### src/rtl/pipeline_pkg.sv
`default_nettype none
// ============================================================================
//  Module      : pipeline_pkg
//  Description : Shared definitions for the pipeline stage registers:
//                default datapath width, the bubble instruction and the
//                valid/bubble encoding used on every stage boundary.
//  Revision    : 1.0  - initial release
// ============================================================================
package pipeline_pkg;

    // Default datapath width for PC and instruction words.
    localparam int unsigned c_XLEN = 32;

    // Bubble instruction injected on flush or idle: addi x0, x0, 0.
    localparam logic [31:0] c_NOP_INST = 32'h0000_0013;

    // A stage slot either carries a real instruction or a bubble.
    localparam logic c_SLOT_VALID  = 1'b1;
    localparam logic c_SLOT_BUBBLE = 1'b0;

endpackage : pipeline_pkg
`default_nettype wire

### src/rtl/if_id_skid.sv
`default_nettype none
// ============================================================================
//  Module      : if_id_skid
//  Description : One-entry skid buffer for the IF/ID boundary. Captures an
//                instruction that was accepted while ID was stalled so the
//                front end does not have to replay it.
//  Ports       : clk, rst      - clock, synchronous active-high reset
//                clear         - flush: drop the held entry
//                wr_en         - capture pc_in/inst_in
//                rd_en         - entry consumed by the main register
//                pc_in/inst_in - instruction to capture
//                full          - entry holds a real instruction
//                pc_out/inst_out - held instruction
//  Revision    : 1.0  - initial release
// ============================================================================
module if_id_skid
    import pipeline_pkg::*;
#(
    parameter int unsigned XLEN = c_XLEN
) (
    input  logic            clk,
    input  logic            rst,
    input  logic            clear,
    input  logic            wr_en,
    input  logic            rd_en,
    input  logic [XLEN-1:0] pc_in,
    input  logic [XLEN-1:0] inst_in,
    output logic            full,
    output logic [XLEN-1:0] pc_out,
    output logic [XLEN-1:0] inst_out
);

    logic            r_full;
    logic [XLEN-1:0] r_pc;
    logic [XLEN-1:0] r_inst;

    always_ff @(posedge clk) begin
        if (rst) begin
            r_full <= c_SLOT_BUBBLE;
            r_pc   <= '0;
            r_inst <= '0;
        end else if (clear) begin
            r_full <= c_SLOT_BUBBLE;
        end else if (wr_en) begin
            r_full <= c_SLOT_VALID;
            r_pc   <= pc_in;
            r_inst <= inst_in;
        end else if (rd_en) begin
            r_full <= c_SLOT_BUBBLE;
        end
    end

    assign full     = r_full;
    assign pc_out   = r_pc;
    assign inst_out = r_inst;

endmodule : if_id_skid
`default_nettype wire

### src/rtl/if_id_reg.sv
`default_nettype none
// ============================================================================
//  Module      : if_id_reg
//  Description : IF/ID pipeline register with stall, flush and bubble
//                insertion. pc4_out is registered alongside pc_out.
//                Optional one-entry skid buffer enabled by the macro
//                IF_ID_SKID_EN; when undefined, ready_out is !stall.
//  Ports       : clk, rst            - clock, synchronous active-high reset
//                pc_in, inst_in      - fetched instruction from IF
//                valid_in            - pc_in/inst_in are real
//                ready_out           - stage can accept (drives IF enable)
//                stall               - hazard unit: hold ID instruction
//                flush               - taken branch/jump: discard
//                pc_out, inst_out    - instruction presented to ID
//                pc4_out             - pc_out + 4 (wrapping)
//                valid_out           - pc_out/inst_out are real
//  Revision    : 1.0  - initial release
// ============================================================================
module if_id_reg
    import pipeline_pkg::*;
#(
    parameter int unsigned     XLEN     = c_XLEN,
    parameter logic [XLEN-1:0] NOP_INST = XLEN'(c_NOP_INST)
) (
    input  logic            clk,
    input  logic            rst,
    input  logic [XLEN-1:0] pc_in,
    input  logic [XLEN-1:0] inst_in,
    input  logic            valid_in,
    output logic            ready_out,
    input  logic            stall,
    input  logic            flush,
    output logic [XLEN-1:0] pc_out,
    output logic [XLEN-1:0] inst_out,
    output logic [XLEN-1:0] pc4_out,
    output logic            valid_out
);

    localparam logic [XLEN-1:0] c_PC_STEP = XLEN'(4);

    logic [XLEN-1:0] r_pc;
    logic [XLEN-1:0] r_pc4;
    logic [XLEN-1:0] r_inst;
    logic            r_valid;

    logic            w_accept;

    assign w_accept = valid_in && ready_out;

`ifdef IF_ID_SKID_EN
    logic            w_skid_full;
    logic            w_skid_wr;
    logic            w_skid_rd;
    logic [XLEN-1:0] w_skid_pc;
    logic [XLEN-1:0] w_skid_inst;

    // An instruction accepted while ID is stalled parks in the skid; it is
    // drained into the main register as soon as the stall lifts. Flush wins.
    assign w_skid_wr = w_accept && stall && !flush;
    assign w_skid_rd = w_skid_full && !stall && !flush;

    if_id_skid #(
        .XLEN (XLEN)
    ) u_skid (
        .clk      (clk),
        .rst      (rst),
        .clear    (flush),
        .wr_en    (w_skid_wr),
        .rd_en    (w_skid_rd),
        .pc_in    (pc_in),
        .inst_in  (inst_in),
        .full     (w_skid_full),
        .pc_out   (w_skid_pc),
        .inst_out (w_skid_inst)
    );

    // Ready is the registered skid-empty flag, held low while in reset.
    assign ready_out = !rst && !w_skid_full;
`else
    assign ready_out = !rst && !stall;
`endif

    always_ff @(posedge clk) begin
        if (rst) begin
            r_pc    <= '0;
            r_pc4   <= c_PC_STEP;
            r_inst  <= NOP_INST;
            r_valid <= c_SLOT_BUBBLE;
        end else if (flush) begin
            // pc_out is left as-is; only the instruction becomes a bubble.
            r_inst  <= NOP_INST;
            r_valid <= c_SLOT_BUBBLE;
        end else if (stall) begin
            r_pc    <= r_pc;
            r_pc4   <= r_pc4;
            r_inst  <= r_inst;
            r_valid <= r_valid;
`ifdef IF_ID_SKID_EN
        end else if (w_skid_full) begin
            // Parked instruction goes ahead of anything new from IF.
            r_pc    <= w_skid_pc;
            r_pc4   <= w_skid_pc + c_PC_STEP;
            r_inst  <= w_skid_inst;
            r_valid <= c_SLOT_VALID;
`endif
        end else if (w_accept) begin
            r_pc    <= pc_in;
            r_pc4   <= pc_in + c_PC_STEP;
            r_inst  <= inst_in;
            r_valid <= c_SLOT_VALID;
        end else begin
            r_inst  <= NOP_INST;
            r_valid <= c_SLOT_BUBBLE;
        end
    end

    assign pc_out    = r_pc;
    assign pc4_out   = r_pc4;
    assign inst_out  = r_inst;
    assign valid_out = r_valid;

endmodule : if_id_reg
`default_nettype wire
### config.mk
export PLATFORM = sky130hd
export DESIGN_NAME = if_id_reg
export DESIGN_NICKNAME = d
export VERILOG_FILES = /design/src/rtl/pipeline_pkg.sv /design/src/rtl/if_id_skid.sv /design/src/rtl/if_id_reg.sv
export SDC_FILE = /design/constraint.sdc
export NUM_CORES = 1
export LEC_CHECK = 0
export ABC_AREA = 1
export BUFFER_PORTS_ARGS = -buffer_cell sky130_fd_sc_hd__buf_2
export CAP_MARGIN = 0
export CORE_UTILIZATION = 33
export CTS_BUF_LIST = sky130_fd_sc_hd__clkbuf_8
export DETAILED_ROUTE_END_ITERATION = 8
export SLEW_MARGIN = 10
export SYNTH_ARGS = -nofsm -noshare
export SYNTH_HDL_FRONTEND = slang
export SYNTH_HIERARCHICAL = 1
export SYNTH_SLANG_ARGS = --single-unit
### constraint.sdc
create_clock -name clk -period 1.99 [get_ports clk]
set_input_delay 0.0995 -clock clk [delete_from_list [all_inputs] [get_ports clk]]
set_output_delay 0.0995 -clock clk [all_outputs]
set_load 0.01 [all_outputs]
==> reports/summary.txt, run 1 <==
Netlist Area Pre-Place - 4230 um2
CP Max Fanout - 5
Clk pwr share - 0.331
Sw frac - 0.268
Endpoint of the worst-slack reg-to-reg timing path - inst_out[0]$_SDFFE_PP1N_
Core Footprint - 12,600 um2
Die X - 115 um
Commonest non-fill, non-tap cell in the layout - nand2_1
Final worst slack - 0.198 ns
Worst Path Required - 2.27 ns
Min-delay src - pc_in[10]
Clock transition at path regs - 0.09 ns
PwrDens - 619 nW/um2
IO Pins - 167
Routed length on met2 - 6.26 mm
Cell leakage power - 2.91 nW
Pre-antenna DRT Iters - 5
Crit start category - primary input
Fraction of layout cells with a size suffix above 1 - 0.239
Sequential power share - 0.541
DR vias/cell - 4.63
Overflow after GRT - 0
Worst R2R Setup Slack - 0.77 ns
IO Port Bufs - 166
Drt wl/cell - 13.2 um
Synthesis-stage register bit count - 95
Final Hold Fails - 0
Post_cts resized - 0
Starting density of the core - 0.337
Synth warn - 6
Slew HR - 0.349
Gate Count Post-Synth - 627
Slew Limit Fails - 0
Metal3 WL - 766 um
Vias in the first global route - 4,369
R2R depth - 3
Clock Tree Buf Depth - 2
Num CTS Buffers - 9
Via Count - 4,661
Final setup TNS - 0 ns
M1 WL - 6.01 mm
Final Cycle Share - 0.901
DR DRC count - 0
Depth of the CTS H-tree - 3
Pin count of the biggest net entering global routing - 75
Die H - 115 um
Unrepaired setup endpoints after global routing - false
Reg-to-Reg Start - inst_out[0]$_SDFFE_PP1N_
Clock Sinks - 95
Crit path kind - primary input to flip-flop
Die area - 13,300 um2
Finished Core Util - 0.466
Setup Skew - 0 ns
Pre-CTS setup slack - 0.367 ns
Worst hold endpoint - pc_out[10]$_SDFFE_PP0P_
Synth Net Count - 697
WHS Path Cells - 3
Post-synthesis sequential area ratio - 0.449
Max cap viols - 0
Status - completed
WP data arrival - 2.07 ns
Initial antenna violation count - 0
Number of distinct library cells after synthesis - 29
Slew @ Worst Pin - 0.976 ns
Total Routed Length - 13.3 mm
GRT Total Usage - 0.208
Combinational power share - 0.128
Area grow syn2layout - 38.5%
Cell Int Power - 0.00266 W
Routability cong. - 0.883
Tmin final - 1.79 ns
CTS root buf - clkbuf_8
Hold_buf cts - 46
Top sig layer - met4
Cell Rows - 41
Commonest non-fill, non-tap cells in the layout - 175 x nand2_1, 166 x buf_2, 95 x dfxtp_1
Nets - 899
Post-CTS setup buffers - 0
DP HPWL - 9.16 mm
CTS tree - built
Hold/Removal Path Class - primary input to flip-flop
Clk Latency, worst-skew pair - 0.37 ns
Antenna cells - 0
Crit end category - flip-flop
Final setup vio count - 0
Sw Pwr - 0.000973 W
Peak Freq - 558 MHz
Peak VDD IR - 0.256 mV
Syn avg cell area - 6.75 um2
ANT nets after route - 0
Starting DRC count in detailed routing - 270
Global-route wire length before repair - 21.4 mm
-- synth_stat cells --
master	n	area, um2
nand2_1	175	657
dfxtp_1	95	1900
nor2_1	91	342
nand3_1	71	355
inv_1	53	199
a21oi_1	48	240
o21ai_0	26	130
clkbuf_1	14	52.6
buf_2	10	50.1
buf_4	5	37.5
nor2_2	5	31.3
o21ai_1	4	20.0
xor2_1	4	35.0
buf_1	3	11.3
o21a_1	3	22.5
o22ai_1	3	18.8
a31oi_1	2	12.5
and2_1	2	12.5
o21bai_1	2	15.0
xnor2_1	2	17.5
a211oi_1	1	7.51
buf_6	1	11.3
clkinv_1	1	3.75
ha_1	1	12.5
nand2_2	1	6.26
nand3b_1	1	7.51
nor2_4	1	11.3
nor3_1	1	5.00
or2_2	1	6.26
-- final cells by class --
| class | count | area [um2] |
|---|---|---|
| Tap cell | 172 | 215 |
| Fill cell | 1289 | 6710 |
| Multi-Input combinational cell | 445 | 1970 |
| Clock inverter | 5 | 26.3 |
| Clock buffer | 11 | 151 |
| Inverter | 54 | 203 |
| Sequential cell | 95 | 1900 |
| Timing Repair Buffer | 224 | 1390 |
-- worst max-delay path, cell delays in order --
cell           delay, ns
dlygate4sd3_1       0.53
buf_2               0.14
ha_1                0.18
nand2_1             0.08
nor2_1              0.18
nand2_1             0.21
nor2_2              0.31
nand2_1             0.08
nand2_1             0.07
nand3_1             0.08
nand2_1             0.07
inv_1               0.04
-- state kept, by name (all words and copies together) (netlist names) --
signal and flops:
pc4_out 30, valid_out 1, pc_out 32, inst_out 32
-- cells by family (layout without fill, tap and decap cells) --
family                   count (synthesis)  count (layout)  share of synthesized area
flip-flops                              95              95                      0.449
AND/OR/NAND/NOR                        349             349                      0.339
AO/OA/AOI/OAI                           89              89                      0.110
buffers and inverters                   87             294                     0.0863
adder cells (fa/ha/maj)                  1               1                    0.00296
XOR/XNOR                                 6               6                     0.0124
-- how the worst max path moves through the flow --
| stage | endpoint | cells after the start | startpoint | slack (ns) |
|---|---|---|---|---|
| 2_1_floorplan | pc4_out[11]$_SDFFE_PP0P_ | 9 | rst | 0.84 |
| 3_3_place_gp | pc4_out[22]$_SDFFE_PP0P_ | 11 | pc_in[2] | 0.37 |
| 3_5_place_dp | pc4_out[22]$_SDFFE_PP0P_ | 11 | pc_in[2] | 0.37 |
| 4_1_cts | pc4_out[22]$_SDFFE_PP0P_ | 12 | pc_in[3] | 0.24 |
| 5_1_grt | pc4_out[26]$_SDFFE_PP0P_ | 12 | pc_in[3] | 0.03 |
| 6_report | pc4_out[22]$_SDFFE_PP0P_ | 12 | pc_in[3] | 0.20 |
-- stage by stage --
| stage | hold slack [ns] | instances | power [W] | area [um2] |
|---|---|---|---|---|
| floorplan | 0.227 | 627 | 0.00221 | 4230 |
| global placement | 0.322 | 944 | 0.00240 | 5220 |
| detailed placement | 0.320 | 944 | 0.00240 | 5220 |
| CTS | 0.000435 | 1006 | 0.00367 | 5860 |
| global route | 0.0255 | 1006 | 0.00381 | 5860 |
| finish | 0.0205 | 1006 | 0.00363 | 5860 |
-- per-layer routing --
metal	GRT usage	up-vias
met5	0	-
met4	0.0823	0
met3	0.0422	17
li1	-	2392
met2	0.351	171
met1	0.260	2081
-- power groups by stage --
stage	Combinational [W]	Sequential, W	Clock [W]
final	0.000463	0.00196	0.00120
after CTS	0.000461	0.00196	0.00125
after global placement	0.000396	0.00201	0
after detailed placement	0.000394	0.00201	0
after global routing	0.000515	0.00197	0.00132
after floorplan	0.000181	0.00203	0
No activity file was read; power rests on OpenSTA's default activity.
==> run 2: changes to the inputs <==
--- a/config.mk
+++ b/config.mk
@@ -5,9 +5,10 @@
 export SDC_FILE = /design/constraint.sdc
 export NUM_CORES = 1
 export LEC_CHECK = 0
-export ABC_AREA = 1
+export ABC_AREA = 0
 export BUFFER_PORTS_ARGS = -buffer_cell sky130_fd_sc_hd__buf_2
 export CAP_MARGIN = 0
+export CORE_ASPECT_RATIO = 0.5
 export CORE_UTILIZATION = 33
 export CTS_BUF_LIST = sky130_fd_sc_hd__clkbuf_8
 export DETAILED_ROUTE_END_ITERATION = 8
==> run 2 against run 1 <==
Sequential power barely moved; setup slack got worse by 0.062 ns; design area fell by 6.7%; critical path type unchanged; critical endpoint is now pc4_out[30]$_SDFFE_PP0P_; largest power group unchanged; highest routed layer is now met5.
==> reports/summary.txt, run 2 <==
Crit path max-delay cell type - or3_1 (was dlygate4sd3_1)
Nets - 723 (was 899)
Routability cong. - 0.725 (was 0.883)
Peak VDD IR - 0.293 mV (was 0.256 mV)
Slew @ Worst Pin - 1.04 ns (was 0.976 ns)
Die H - 78.2 um (was 115 um)
Peak Freq - 539 MHz (was 558 MHz)
Clk Latency, worst-skew pair - 0.36 ns (was 0.37 ns)
Clock Sinks - 95 (unchanged)
Placed cell area - 4770 um2 (was 5220 um2)
Crit start category - primary input (unchanged)
Synthesis-stage register bit count - 95 (unchanged)
Most frequent cell after synthesis - dfxtp_1 (was nand2_1)
Antenna cells - 0 (unchanged)
Starting density of the core - 0.344 (was 0.337)
Tmin final - 1.85 ns (was 1.79 ns)
DP HPWL - 7.24 mm (was 9.16 mm)
Syn avg cell area - 8.49 um2 (was 6.75 um2)
Drt wl/cell - 13.6 um (was 13.2 um)
Unrepaired setup endpoints after global routing - false (unchanged)
Starting DRC count in detailed routing - 199 (was 270)
Synth warn - 6 (unchanged)
PwrDens - 658 nW/um2 (was 619 nW/um2)
Worst path max stage delay - 0.53 ns (about the same)
Worst Path Required - 2.29 ns (was 2.27 ns)
Critical path's most frequent cell - or3_1 (was nand2_1)
Xor-xnor portion of the synthesized cell area - 0.0526 (was 0.0124)
Hold_ws - 0.0151 ns (was 0.0205 ns)
Final Hold Fails - 0 (unchanged)
Netlist Area Pre-Place - 3830 um2 (was 4230 um2)
Total Power - 0.00360 W (was 0.00363 W)
Gate Count Post-Synth - 451 (was 627)
Global-route wire length before repair - 17.2 mm (was 21.4 mm)
Crit path kind - primary input to flip-flop (unchanged)
Final Cycle Share - 0.932 (was 0.901)
IO Port Bufs - 166 (unchanged)
Die X - 154 um (was 115 um)
Area contributors post-synth - dfxtp_1 50%, nand2_1 7.6%, nor2_1 6.1% (was dfxtp_1 45%, nand2_1 16%, nand3_1 8.4%)
Area leader, netlist - dfxtp_1 (unchanged)
CTS root buf - clkbuf_8 (unchanged)
Final instance area - 5470 um2 (was 5860 um2)
Crit end category - flip-flop (unchanged)
Slew Limit Fails - 0 (unchanged)
Adder-cell area share of the yosys netlist - 0.00327 (was 0.00296)
Die area - 12,100 um2 (was 13,300 um2)
Post-Synth Simple-Gate Area - 0.231 (was 0.339)
Clock Tree Buf Depth - 2 (unchanged)
DR DRC count - 0 (unchanged)
Synth Area in Compound Gates - 0.166 (was 0.110)
Largest family of logic cells by synthesized area - simple AND/OR/NAND/NOR gates (unchanged)
Max cap viols - 0 (unchanged)
Commonest non-fill, non-tap cells in the layout - 166 x buf_2, 95 x dfxtp_1, 78 x nand2_1 (was 175 x nand2_1, 166 x buf_2, 95 x dfxtp_1)
Vias in the first global route - 3,388 (was 4,369)
Async SR Flop Fraction - 0 (unchanged)
Cell Rows - 27 (was 41)
Core Footprint - 11,100 um2 (was 12,600 um2)
Via Count - 3,748 (was 4,661)
Fraction of layout cells with a size suffix above 1 - 0.310 (was 0.239)
Area grow syn2layout - 42.9% (was 38.5%)
Num CTS Buffers - 9 (unchanged)
CP Cell Sequence - dlygate4sd3_1 > buf_2 > nand3_2 > or3_1 > or2_0 > or3_1 > o211ai_1 (was dlygate4sd3_1 > buf_2 > ha_1 > nand2_1 > nor2_1 > nand2_1 > nor2_2 > nand2_1 > nand2_1 > nand3_1 > nand2_1 > inv_1)
ANT nets after route - 0 (unchanged)
Pin count of the biggest net entering global routing - 42 (was 75)
Main synth FF type - dfxtp_1 (unchanged)
Total Routed Length - 10.9 mm (was 13.3 mm)
Synth Net Count - 521 (was 697)
Setup Skew - 0 ns (unchanged)
Share of the synthesized area in the top cell type - 0.497 (was 0.449)
CP Max Fanout - 7 (was 5)
Depth of the CTS H-tree - 3 (unchanged)
Overflow after GRT - 0 (unchanged)
CTS tree - built (unchanged)
Commonest non-fill, non-tap cell in the layout - buf_2 (was nand2_1)
Initial antenna violation count - 1 (was 0)
Post-synthesis sequential area ratio - 0.497 (was 0.449)
Clock transition at path regs - 0.10 ns (was 0.09 ns)
IO Pins - 167 (unchanged)
Final setup vio count - 0 (unchanged)
DR vias/cell - 4.67 (was 4.63)
Hold/Removal Path Class - primary input to flip-flop (unchanged)
Pre-antenna DRT Iters - 4 (was 5)
Post-synthesis mux area share - 0 (unchanged)
Final setup TNS - 0 ns (unchanged)
Cell leakage power - 2.29 nW (was 2.91 nW)
Slew HR - 0.309 (was 0.349)
Number of distinct library cells after synthesis - 40 (was 29)
Post-synth EDFFs - 0 (unchanged)
WP data arrival - 2.15 ns (was 2.07 ns)
Top cells by count, synth - 95 x dfxtp_1, 78 x nand2_1, 62 x nor2_1 (was 175 x nand2_1, 95 x dfxtp_1, 91 x nor2_1)
Status - completed (unchanged)
GRT Total Usage - 0.182 (was 0.208)
[run 2: stage by stage]
stage           util  cells  setup slack [ns]
2_1_floorplan      -    451             0.445
3_3_place_gp   0.428    736             0.278
3_5_place_dp   0.428    736             0.271
4_1_cts        0.489    802             0.105
5_1_grt        0.491    803           0.00279
6_report       0.491    803             0.135
[run 2: layer usage]
metal  routed length [um]  GRT usage  share of wire  vias up
met5                   12          0         0.0011        -
met4                  115     0.0535          0.011        2
met3                  605     0.0563          0.055       10
met2                 5100      0.308           0.47       97
met1                 5110      0.223           0.47     1688
li1                     -          -              -     1951
[run 2: cell families after synthesis]
| family | count (synthesis) |
|---|---|
| buffers and inverters | 43 |
| adders and majority gates | 1 |
| and+or+nand+nor | 193 |
| DFF | 95 |
| xor gates and xnor gates | 23 |
| AOI/OAI and AO/OA | 96 |
[run 2: layout make-up]
class                   count  area (um2)
flip-flops and latches     95        1900
fillers                  1098        5680
clock buffers               9         124
clock inverters             7        57.6
multi-input cells         313        1750
repair buffers            228        1440
inverters                   6        22.5
well taps                 145         181
[run 2: path summary, 6_finish.rpt]
check / cells past startpoint / start / to / slack [ns]
min reg2reg: 2 / pc4_out[31]$_SDFFE_PP0P_ / pc4_out[31]$_SDFFE_PP0P_ / 0.45
max: 7 / pc_in[18] / pc4_out[30]$_SDFFE_PP0P_ / 0.14
min: 3 / pc_in[4] / pc_out[4]$_SDFFE_PP0P_ / 0.02
max reg2reg: 2 / pc4_out[23]$_SDFFE_PP0P_ / pc4_out[23]$_SDFFE_PP0P_ / 1.23
[run 2: repair_timing]
action	4_1_cts	5_1_grt
gates resized for setup	0	1
hold endpoints to repair	50	1
endpoints found under the setup margin	0	1
setup buffers	0	0
hold buffers	50	1
[run 2: critical path, delay by kind of cell]
family                 cells  cell delay (ns)
buffers and inverters      2             0.67
AO/OA/AOI/OAI              1             0.08
AND/OR/NAND/NOR            4             1.30
[run 2: power breakdown]
| part | switching [W] | internal [W] | total (W) |
|---|---|---|---|
| Sequential | 0.0000209 | 0.00194 | 0.00196 |
| Combinational | 0.000234 | 0.000213 | 0.000447 |
| Clock | 0.000719 | 0.000469 | 0.00119 |
| Total | 0.000974 | 0.00262 | 0.00360 |
